===== src/rtl/sap_pkg.sv =====
// Shared definitions for the SAP-style computer: program RAM geometry and the
// program-loader state encoding. The RAM and CPU blocks import the same package.
package sap_pkg;

  localparam int ADDR_W    = 4;
  localparam int DATA_W    = 8;
  localparam int RAM_DEPTH = 16;

  typedef enum logic [2:0] {
    IDLE = 3'd0,
    LEN  = 3'd1,
    DATA = 3'd2,
    CHK  = 3'd3,
    DONE = 3'd4,
    ERR  = 3'd5
  } loader_state_t;

endpackage


===== src/rtl/ram_loader.sv =====
// Program loader: accepts a framed byte stream (LEN, N data bytes, CHK) over a
// valid/ready handshake and writes the data bytes to RAM addresses 0..N-1,
// verifying an 8-bit additive checksum. The CPU is held in reset while active.
//
// Ports:
//   clk          - system clock, rising edge
//   reset        - asynchronous reset, active low
//   prog_mode    - level request to enter/stay in programming mode
//   in_valid     - stream byte valid
//   in_data      - stream byte
//   in_ready     - loader accepts a byte this cycle (depends on state only)
//   wr_en        - registered RAM write strobe, one cycle per data byte
//   wr_addr      - registered RAM write address
//   wr_data      - registered RAM write data
//   cpu_hold     - keep CPU (sequencer + PC) in reset
//   done         - load completed with good checksum
//   error        - load failed (bad length, bad checksum, abort)
//   bytes_loaded - data bytes written in the current or last load
//
// state | meaning
// ------+-----------------------------------------------
// IDLE  | not programming, CPU runs
// LEN   | waiting for the length byte
// DATA  | writing data bytes to consecutive addresses
// CHK   | waiting for the checksum byte
// DONE  | load good, held until prog_mode drops
// ERR   | load failed or aborted, held until prog_mode drops
module ram_loader #(
  parameter int ADDR_W = 4,
  parameter int DATA_W = 8
) (
  input  logic              clk,
  input  logic              reset,
  input  logic              prog_mode,
  input  logic              in_valid,
  input  logic [DATA_W-1:0] in_data,
  output logic              in_ready,
  output logic              wr_en,
  output logic [ADDR_W-1:0] wr_addr,
  output logic [DATA_W-1:0] wr_data,
  output logic              cpu_hold,
  output logic              done,
  output logic              error,
  output logic [ADDR_W:0]   bytes_loaded
);

  import sap_pkg::*;

  localparam logic [DATA_W-1:0] MAX_LEN = DATA_W'(2**ADDR_W);

  loader_state_t     state_q, state_d;
  logic [ADDR_W:0]   len_q, len_d;
  // One bit wider than the address so N = depth ends at index = depth
  // instead of wrapping back to address 0.
  logic [ADDR_W:0]   idx_q, idx_d;
  logic [ADDR_W:0]   idx_inc;
  logic [DATA_W-1:0] sum_q, sum_d;
  logic              wr_en_q, wr_en_d;
  logic [ADDR_W-1:0] wr_addr_q, wr_addr_d;
  logic [DATA_W-1:0] wr_data_q, wr_data_d;
  logic              xfer;

  assign in_ready = (state_q == LEN) || (state_q == DATA) || (state_q == CHK);
  assign xfer     = in_valid && in_ready;
  assign idx_inc  = idx_q + 1'b1;

  always_ff @(posedge clk or negedge reset) begin
    if (!reset) begin
      state_q   <= IDLE;
      len_q     <= '0;
      idx_q     <= '0;
      sum_q     <= '0;
      wr_en_q   <= 1'b0;
      wr_addr_q <= '0;
      wr_data_q <= '0;
    end else begin
      state_q   <= state_d;
      len_q     <= len_d;
      idx_q     <= idx_d;
      sum_q     <= sum_d;
      wr_en_q   <= wr_en_d;
      wr_addr_q <= wr_addr_d;
      wr_data_q <= wr_data_d;
    end
  end

  always_comb begin
    state_d   = state_q;
    len_d     = len_q;
    idx_d     = idx_q;
    sum_d     = sum_q;
    wr_en_d   = 1'b0;
    wr_addr_d = wr_addr_q;
    wr_data_d = wr_data_q;
    // Dropping prog_mode mid-frame wins over a same-cycle transfer, so an
    // aborted frame never issues another write.
    unique case (state_q)
      IDLE: if (prog_mode) state_d = LEN;
      LEN: begin
        if (!prog_mode) begin
          state_d = ERR;
        end else if (xfer) begin
          if (in_data == '0 || in_data > MAX_LEN) begin
            state_d = ERR;
          end else begin
            len_d   = in_data[ADDR_W:0];
            idx_d   = '0;
            sum_d   = '0;
            state_d = DATA;
          end
        end
      end
      DATA: begin
        if (!prog_mode) begin
          state_d = ERR;
        end else if (xfer) begin
          wr_en_d   = 1'b1;
          wr_addr_d = idx_q[ADDR_W-1:0];
          wr_data_d = in_data;
          sum_d     = sum_q + in_data;
          idx_d     = idx_inc;
          if (idx_inc == len_q) state_d = CHK;
        end
      end
      CHK: begin
        if (!prog_mode) begin
          state_d = ERR;
        end else if (xfer) begin
          state_d = (in_data == sum_q) ? DONE : ERR;
        end
      end
      DONE, ERR: if (!prog_mode) state_d = IDLE;
      default: state_d = IDLE;
    endcase
  end

  assign wr_en        = wr_en_q;
  assign wr_addr      = wr_addr_q;
  assign wr_data      = wr_data_q;
  assign cpu_hold     = (state_q != IDLE);
  assign done         = (state_q == DONE);
  assign error        = (state_q == ERR);
  assign bytes_loaded = idx_q;

endmodule


===== config.mk =====
export PLATFORM = sky130hd
export DESIGN_NAME = ram_loader
export DESIGN_NICKNAME = d
export VERILOG_FILES = /design/src/rtl/sap_pkg.sv /design/src/rtl/ram_loader.sv
export SDC_FILE = /design/constraint.sdc
export NUM_CORES = 1
export LEC_CHECK = 0
export ABC_AREA = 0
export CORE_ASPECT_RATIO = 1.5
export CORE_UTILIZATION = 52
export DETAILED_ROUTE_END_ITERATION = 8
export PLACE_DENSITY = 0.83
export SLEW_MARGIN = 20
export SYNTH_ARGS = -nofsm -noshare
export SYNTH_HDL_FRONTEND = slang
export SYNTH_SLANG_ARGS = --single-unit
export TNS_END_PERCENT = 50

===== constraint.sdc =====
create_clock -name clk -period 2.1 [get_ports clk]
set_input_delay 0.21 -clock clk [delete_from_list [all_inputs] [get_ports clk]]
set_output_delay 0.21 -clock clk [all_outputs]
set_load 0.01 [all_outputs]

==> flow_summary.yaml, run 1 <==
run_status:
  status: "finished clean"
worst_setup_path:
  end_kind: "register"
  crit_start: "in_data[0]"
  cp.arrival_ns: 2.15
  cp.required_ns: 2.30
  critPathMostFrequentCell: "o21ai_0"
  cpPeakStageDelay_ns: 0.48
  critPathBufInv: 1
  worstSetupPathType: "in -> reg"
  cp_slowest_cell: "clkdlybuf4s50_1"
  start_kind: "input pin"
  timing.rr.start: "sum_q[0]"
  r2r_slack_ns: 0.22
  cp_cell_sequence: "clkdlybuf4s50_1 -> ha_1 -> fa_1 -> a21o_1 -> a21oi_1 -> o21ai_0 -> xnor2_1 -> o21ai_0"
  critPathTopFamily: "adder cells"
  worstPathMaxFanout: 4
cts:
  insertion_delay_ns: 0.28
  htreeDepth: 2
  clock_path_buffers: 2
  cts_tree: "built"
  post_cts_buffers: 0
  clkTransAtPathRegs_ns: 0.06
  clock_sinks: 34
  cts_resized: 0
  cts_root_buffer: "clkbuf_8"
  cts_buffers: 5
  postCtsHoldBufs: 0
logic_synthesis:
  synthCells: 196
  ys_async_sr_fraction: 1.00
  syn_area_mm2: 0.00185
  synth.cells.most_frequent: "nand2_1 (53), dfrtp_1 (34), o21ai_0 (10), a21oi_1 (9), ha_1 (8)"
  synth_top_area_cell: "dfrtp_1"
  synth_edf_count: 0
  synth_ff_type: "dfrtp_1"
  ys_ff_latch: 34
  yosys_warnings: 0
  synth.avg_cell_area_um2: 9.42
  ys_types: 42
  yosysSeqAreaShare: 0.461
  syn-num-nets: 217
  synth_top_cells_by_area: "dfrtp_1 (46%), nand2_1 (11%), ha_1 (5.4%), xor2_1 (3.3%), mux2_1 (3.0%)"
  synth_top_area_share: 0.461
  synth_most_common_cell: "nand2_1"
finish:
  ff_latch_area_um2: 851
  n_antenna_cell: 0
  multi_input_area_um2: 955
  drive_gt1_frac: 0.129
  stdcell_area_mm2: 0.00245
  area_delta_synth_final_pct: 32.9
  finalNetCount: 269
  fill_cells: 257
floorplanning:
  core_area_mm2: 0.00338
  initial_core_util: 0.546
  rows: 26
  die-area_mm2: 0.00380
  dieHeight_um: 75.0
  die_w_um: 50.7
  pin_count: 34
sta:
  rsz0062_at_grt: "false"
  max_freq_mhz: 512
  slew_viol_final: 0
  clock_skew_ns: 0.00333
  hold_viol: 0
  fin_crit_sh: 0.930
  worstMarginPinSlew_ns: 0.429
  fin_crit_ns: 1.95
  worst_slew_margin_rel: 0.711
  timing.final.setup_violations: 0
  setup_ws_ns: 0.148
pwr:
  p_sw_mw: 0.516
  pwr-share-comb: 0.248
  power.internal_mw: 1.36
  swShare: 0.275
  p_leak_nw: 1.16
  peakVddDrop_v: 0.000686
  pwr-share-seq: 0.429
  p_clk_frac: 0.322
  powerDensity_mw_per_mm2: 765
global_route:
  grt_pass1_wl_mm: 6.97
  grt_max_degree: 35
  grt.total_usage: 0.251
  grt_pass1_vias: 1558
  overflow: 0
  antenna_found_initial: 0
route:
  ant_nets: 0
  drt_first_pass_iters: 4
  drt-wirelength-per-cell_um: 14.5
  vias: 1601
  viasPerCell: 5.52
  drt-total-wl_mm: 4.20
  drc: 0
  drt_iter0_drc: 38
place:
  place_ws_ns: -0.112
  placed_area_mm2: 0.00234
  dp_hpwl_mm: 3.04
  numPortBuffers: 33
  place.gp.congestion: 0.848
min_path:
  min_path_type: "in -> async"
job:
  maxCapViolCount: 0
## cells in the final DEF (no fill, tap or decap), drive strengths merged, types with 2 or more instances in the layout
master,n
a21o,3
a21oi,9
a22o,4
buf,20
clkbuf,6
clkdlybuf4s50,33
dfrtp,34
ha,8
mux2,5
nand2,53
nand2b,3
nand3,7
nand3b,2
nor2,7
nor2b,5
nor4,3
o21ai,10
o311ai,3
o31ai,3
xnor2,5
xor2,7
## power groups by stage
| stage | Clock (mW) | Sequential (mW) | Combinational, mW |
|---|---|---|---|
| 6_report | 0.605 | 0.806 | 0.466 |
| 5_1_grt | 0.634 | 0.818 | 0.515 |
| 4_1_cts | 0.614 | 0.807 | 0.471 |
| 3_5_place_dp | 0 | 0.819 | 0.466 |
| 3_3_place_gp | 0 | 0.816 | 0.457 |
| 2_1_floorplan | 0 | 0.772 | 0.292 |
## final timing paths
path	end	cells past startpoint
worst max-delay path	sum_q[6]	8
worst min-delay path	sum_q[3]	2
worst max register to register	sum_q[6]	7
worst min register to register	wr_data[1]	2
max in group asynchronous	bytes_loaded[2]	2
min in group clk	wr_data[1]	2
## metrics by stage
| stage | TNS (ns) | std cells | total power, mW | hold slack, ns | utilization |
|---|---|---|---|---|---|
| floorplan | 0 | 196 | 1.06 | -0.0856 | - |
| global placement | -0.209 | 283 | 1.27 | 0.456 | 0.692 |
| detailed placement | -0.558 | 283 | 1.28 | 0.462 | 0.692 |
| CTS | 0 | 290 | 1.89 | 0.340 | 0.726 |
| global route | 0 | 290 | 1.97 | 0.364 | 0.726 |
| finish | 0 | 290 | 1.88 | 0.329 | 0.726 |
## cell families after synthesis
group,after synthesis,synth area share
xor+xnor,12,0.0569
fa+ha+maj,9,0.0650
compound gates,38,0.137
buf+inv,9,0.0224
flops,34,0.461
mux,5,0.0305
simple gates,89,0.228
## worst reg2reg max path: stages, from the launching register on
cell and delay [ns]:
dfrtp_1 0.38, ha_1 0.21, fa_1 0.41, a21o_1 0.17, a21oi_1 0.19, o21ai_0 0.14
xnor2_1 0.14, o21ai_0 0.16
## registers in the layout, indices dropped and copies added, names as in the netlist
signal        cells
bytes_loaded      5
sum_q             8
wr_addr           4
len_q             5
state_q           3
wr_en             1
wr_data           8
## layer usage
metal | routed length (um) | GRT usage
met3 | 188 | 0.0485
met2 | 2140 | 0.433
met4 | 172 | 0.157
met5 | 0 | 0
met1 | 1700 | 0.284
## layout make-up
class	instances	share of cell area
repair buffers	53	0.196
clock buffers	6	0.0336
well taps	42	0.0214
inverters	1	0.00153
flip-flops and latches	34	0.347
multi-input cells	153	0.389
clock inverters	1	0.0122
(Power assumes the default switching activity.)
==> inputs of run 2 (changes only) <==
--- a/config.mk
+++ b/config.mk
@@ -9,7 +9,10 @@
 export CORE_ASPECT_RATIO = 1.5
 export CORE_UTILIZATION = 52
 export DETAILED_ROUTE_END_ITERATION = 8
+export GPL_ROUTABILITY_DRIVEN = 0
+export MAX_ROUTING_LAYER = met4
 export PLACE_DENSITY = 0.83
+export REMOVE_ABC_BUFFERS = 1
 export SLEW_MARGIN = 20
 export SYNTH_ARGS = -nofsm -noshare
 export SYNTH_HDL_FRONTEND = slang
==> run 2 against run 1 <==
Effect of this change: sequential power about the same; die area unchanged; non-clock buffer count decreased by 2; hold slack got worse by 0.015 ns; largest power group unchanged; global-route usage increased by 0.39 points.
==> flow_summary.yaml, run 2 (synthesis gave the netlist of run 1 again) <==
cts:
  postCtsHoldBufs: 0
  cts_buffers: 5
  cts_resized: 0
  clkTransAtPathRegs_ns: 0.08
  cts_tree: "built"
  htreeDepth: 2
  cts_root_buffer: "clkbuf_8"
  clock_path_buffers: 2
  clock_sinks: 34
  post_cts_buffers: 0
  insertion_delay_ns: 0.30
worst_setup_path:
  cp_cell_sequence: "ha_1 -> xor2_1 -> o311ai_1 -> o31ai_1 -> o2111ai_1 -> a31o_1 -> o31ai_1"
  cp.arrival_ns: 2.14
  worstSetupPathType: "reg -> reg"
  cp.required_ns: 2.29
  crit_start: "bytes_loaded[0]"
  cp_slowest_cell: "dfrtp_1"
  end_kind: "register"
  critPathMostFrequentCell: "o31ai_1"
  timing.rr.start: "bytes_loaded[0]"
  start_kind: "register"
  cpPeakStageDelay_ns: 0.39
  worstPathMaxFanout: 4
pwr:
  powerDensity_mw_per_mm2: 823
  peakVddDrop_v: 0.000759
  finalPower_mw: 2.03
  p_leak_nw: 1.17
route:
  drt-wirelength-per-cell_um: 14.3
  vias: 1594
  drc: 0
  viasPerCell: 5.52
  drt-total-wl_mm: 4.15
  ant_nets: 0
  drt_first_pass_iters: 4
  drt_iter0_drc: 24
finish:
  fin_cells: 289
  stdcell_area_mm2: 0.00247
  mostFrequentLayoutCells: "nand2_1 (53), dfrtp_1 (34), clkdlybuf4s50_1 (33), buf_4 (18), o21ai_0 (10)"
  final_common_cell: "nand2_1"
  finish.utilization: 0.730
  finalNetCount: 267
  drive_gt1_frac: 0.126
  n_antenna_cell: 0
  area_delta_synth_final_pct: 33.7
sta:
  worstMarginPinSlew_ns: 0.500
  whs_ns: 0.314
  slew_viol_final: 0
  rsz0062_at_grt: "false"
  fin_crit_ns: 1.95
  worst_slew_margin_rel: 0.663
  timing.final.setup_violations: 0
  hold_viol: 0
  max_freq_mhz: 514
  clock_skew_ns: 0.00708
  tns_ns: 0
  setup_ws_ns: 0.153
  fin_crit_sh: 0.927
global_route:
  antenna_found_initial: 0
  grt_pass1_wl_mm: 6.87
  grt_max_degree: 35
  grt_pass1_vias: 1497
  grt.total_usage: 0.255
  overflow: 0
floorplanning:
  die-area_mm2: 0.00380
  rows: 26
  core_area_mm2: 0.00338
  pin_count: 34
  die_w_um: 50.7
  dieHeight_um: 75.0
  initial_core_util: 0.546
place:
  numPortBuffers: 33
  placed_area_mm2: 0.00233
  place_inst: 281
  dp_hpwl_mm: 2.85
  place_ws_ns: -0.184
job:
  maxCapViolCount: 0
min_path:
  min_path_type: "in -> async"
run_status:
  status: "finished clean"
==> run 2: cell types whose count changed in the layout (fill, tap and decap cells not counted) <==
cell | previous run | this run
buf_4 | 20 | 18
bufinv_16 | 1 | 2
==> run 2: worst paths after layout <==
kind,endpoint,slack [ns],depth (start not counted)
min in group clk,wr_data[5],0.48,2
setup / recovery,state_q[0],0.15,7
max in group asynchronous,wr_addr[0],1.47,2
hold reg to reg,wr_data[5],0.48,2
setup reg to reg,state_q[0],0.15,7
hold / removal,wr_data[5],0.31,2
==> run 2: area by class of cell <==
class                   instances  area (um^2)
well taps                      42         52.6
flip-flops and latches         34          851
fillers                       264          913
inverters                       1         3.75
clock buffers                   6         82.6
repair buffers                 51          465
clock inverters                 2         60.1
multi-input cells             153          955
==> run 2: critical path: cells and delay by family, from the launching register on <==
family / cells / cell delay [ns]
AO/OA/AOI/OAI: 5 / 0.95
flip-flops: 1 / 0.39
adder cells (fa/ha/maj): 1 / 0.26
XOR/XNOR: 1 / 0.23
==> run 2: per-layer routing <==
metal | vias to the layer above | wire, um | track usage
li1 | 784 | - | -
met1 | 759 | 1680 | 0.300
met2 | 42 | 2240 | 0.427
met3 | 9 | 147 | 0.0505
met4 | 0 | 80 | 0.102
met5 | - | 0 | -
==> run 2: power breakdown <==
part	switching (mW)	internal, mW	leakage [nW]	total [mW]
Clock	0.257	0.506	0.0714	0.764
Combinational	0.208	0.256	0.626	0.464
Sequential	0.0850	0.719	0.468	0.804
==> inputs of run 3 (changes only) <==
--- a/config.mk
+++ b/config.mk
@@ -12,7 +12,6 @@
 export GPL_ROUTABILITY_DRIVEN = 0
 export MAX_ROUTING_LAYER = met4
 export PLACE_DENSITY = 0.83
-export REMOVE_ABC_BUFFERS = 1
 export SLEW_MARGIN = 20
 export SYNTH_ARGS = -nofsm -noshare
 export SYNTH_HDL_FRONTEND = slang
==> run 3 against run 2 <==
Effect of this change: power shrank 7.6%; core utilization down 0.44 points; non-clock buffer count increased by 2; via count is 0.38% higher; critical path depth grew 1; sequential power hardly changed; clock-buffer cell count stayed put; routed wire length is 1.6% higher; final cell count is 0.35% higher; hold slack gained 0.015 ns; die area unchanged.
==> flow_summary.yaml, run 3 (synthesis gave the netlist of run 1 again) <==
run_status:
  status: "finished clean"
route:
  drt-total-wl_mm: 4.21
  drt_first_pass_iters: 4
  viasPerCell: 5.52
  drt-wirelength-per-cell_um: 14.5
  drc: 0
  vias: 1600
  drt_iter0_drc: 40
  ant_nets: 0
place:
  placed_area_mm2: 0.00234
  dp_hpwl_mm: 3.04
  numPortBuffers: 33
global_route:
  grt_pass1_vias: 1554
  grt_max_degree: 35
  busiest_layer: "met2"
  grtUsageMet3: 0.0485
  grt_use_met1: 0.284
  overflow: 0
  use_met2: 0.433
  grt_pass1_wl_mm: 6.97
  grt.total_usage: 0.259
  antenna_found_initial: 0
sta:
  worst_slew_margin_rel: 0.708
  clock_skew_ns: 0.00344
  tns_ns: 0
  fin_crit_ns: 1.95
  slew_viol_final: 0
  worstMarginPinSlew_ns: 0.433
  hold_viol: 0
  rsz0062_at_grt: "false"
  max_freq_mhz: 512
  whs_ns: 0.329
  timing.final.setup_violations: 0
  fin_crit_sh: 0.929
finish:
  n_antenna_cell: 0
  mostFrequentLayoutCells: "nand2_1 (53), dfrtp_1 (34), clkdlybuf4s50_1 (33), buf_4 (20), o21ai_0 (10)"
  finalNetCount: 269
  stdcell_area_mm2: 0.00245
  fill_cells: 257
  area_delta_synth_final_pct: 32.9
  final_common_cell: "nand2_1"
  drive_gt1_frac: 0.129
worst_setup_path:
  end_kind: "register"
  critPathBufInv: 1
  critPathTopFamily: "adder cells"
  cp_slowest_cell: "clkdlybuf4s50_1"
  cp.required_ns: 2.30
  cpPeakStageDelay_ns: 0.48
  worstPathMaxFanout: 4
  start_kind: "input pin"
  cp.arrival_ns: 2.15
  cp_cell_sequence: "clkdlybuf4s50_1 -> ha_1 -> fa_1 -> a21o_1 -> a21oi_1 -> o21ai_0 -> xnor2_1 -> o21ai_0"
  critPathMostFrequentCell: "o21ai_0"
  worstSetupPathType: "in -> reg"
pwr:
  pwr-share-comb: 0.248
  p_leak_nw: 1.16
  powerDensity_mw_per_mm2: 765
  p_clk_frac: 0.322
  swShare: 0.275
  pwr-share-seq: 0.429
  finalPower_mw: 1.88
  p_sw_mw: 0.517
  power.internal_mw: 1.36
  peakVddDrop_v: 0.000686
min_path:
  min_path_type: "in -> async"
floorplanning:
  core_area_mm2: 0.00338
  pin_count: 34
  die_w_um: 50.7
  dieHeight_um: 75.0
  rows: 26
  die-area_mm2: 0.00380
  initial_core_util: 0.546
cts:
  clock_sinks: 34
  cts_root_buffer: "clkbuf_8"
  clock_path_buffers: 2
  htreeDepth: 2
  post_cts_buffers: 0
  cts_resized: 0
  insertion_delay_ns: 0.28
  clkTransAtPathRegs_ns: 0.06
  cts_buffers: 5
  cts_tree: "built"
  postCtsHoldBufs: 0
job:
  maxCapViolCount: 0
## run 3: changes by cell type in the layout (fill, tap and decap cells not counted)
cell,change
buf_4,+2
bufinv_16,-1
## run 3: worst paths after layout
path,start,slack (ns),to,depth (start not counted)
worst max-delay path,in_data[0],0.15,sum_q[6],8
worst min-delay path,reset,0.33,sum_q[3],2
worst max register to register,sum_q[0],0.22,sum_q[6],7
worst min register to register,wr_data[1],0.47,wr_data[1],2
max in group asynchronous,reset,1.46,bytes_loaded[2],2
min in group clk,wr_data[1],0.47,wr_data[1],2
## run 3: metrics by stage
| step | std cells | utilization | worst slack (ns) |
|---|---|---|---|
| floorplan | 196 | - | 0.296 |
| global placement | 283 | 0.692 | -0.0366 |
| detailed placement | 283 | 0.692 | -0.112 |
| CTS | 290 | 0.726 | 0.175 |
| global route | 290 | 0.726 | 0.00945 |
| finish | 290 | 0.726 | 0.148 |
## run 3: power groups by stage
stage               Clock [mW]  Sequential [mW]  Combinational (mW)
finish                   0.605            0.806               0.466
floorplan                    0            0.772               0.292
global route             0.634            0.818               0.515
detailed placement           0            0.819               0.466
global placement             0            0.816               0.457
CTS                      0.614            0.807               0.471
## run 3: final cells by class
type	instances	area [um^2]	share of cell area
well taps	42	52.6	0.0214
clock inverters	1	30.0	0.0122
inverters	1	3.75	0.00153
clock buffers	6	82.6	0.0336
flip-flops and latches	34	851	0.347
multi-input cells	153	955	0.389
repair buffers	53	480	0.196
## run 3: metal layers
metal,share of wire,wire (um)
met1,0.40,1710
met2,0.51,2140
met3,0.047,197
met4,0.041,172
met5,0,0
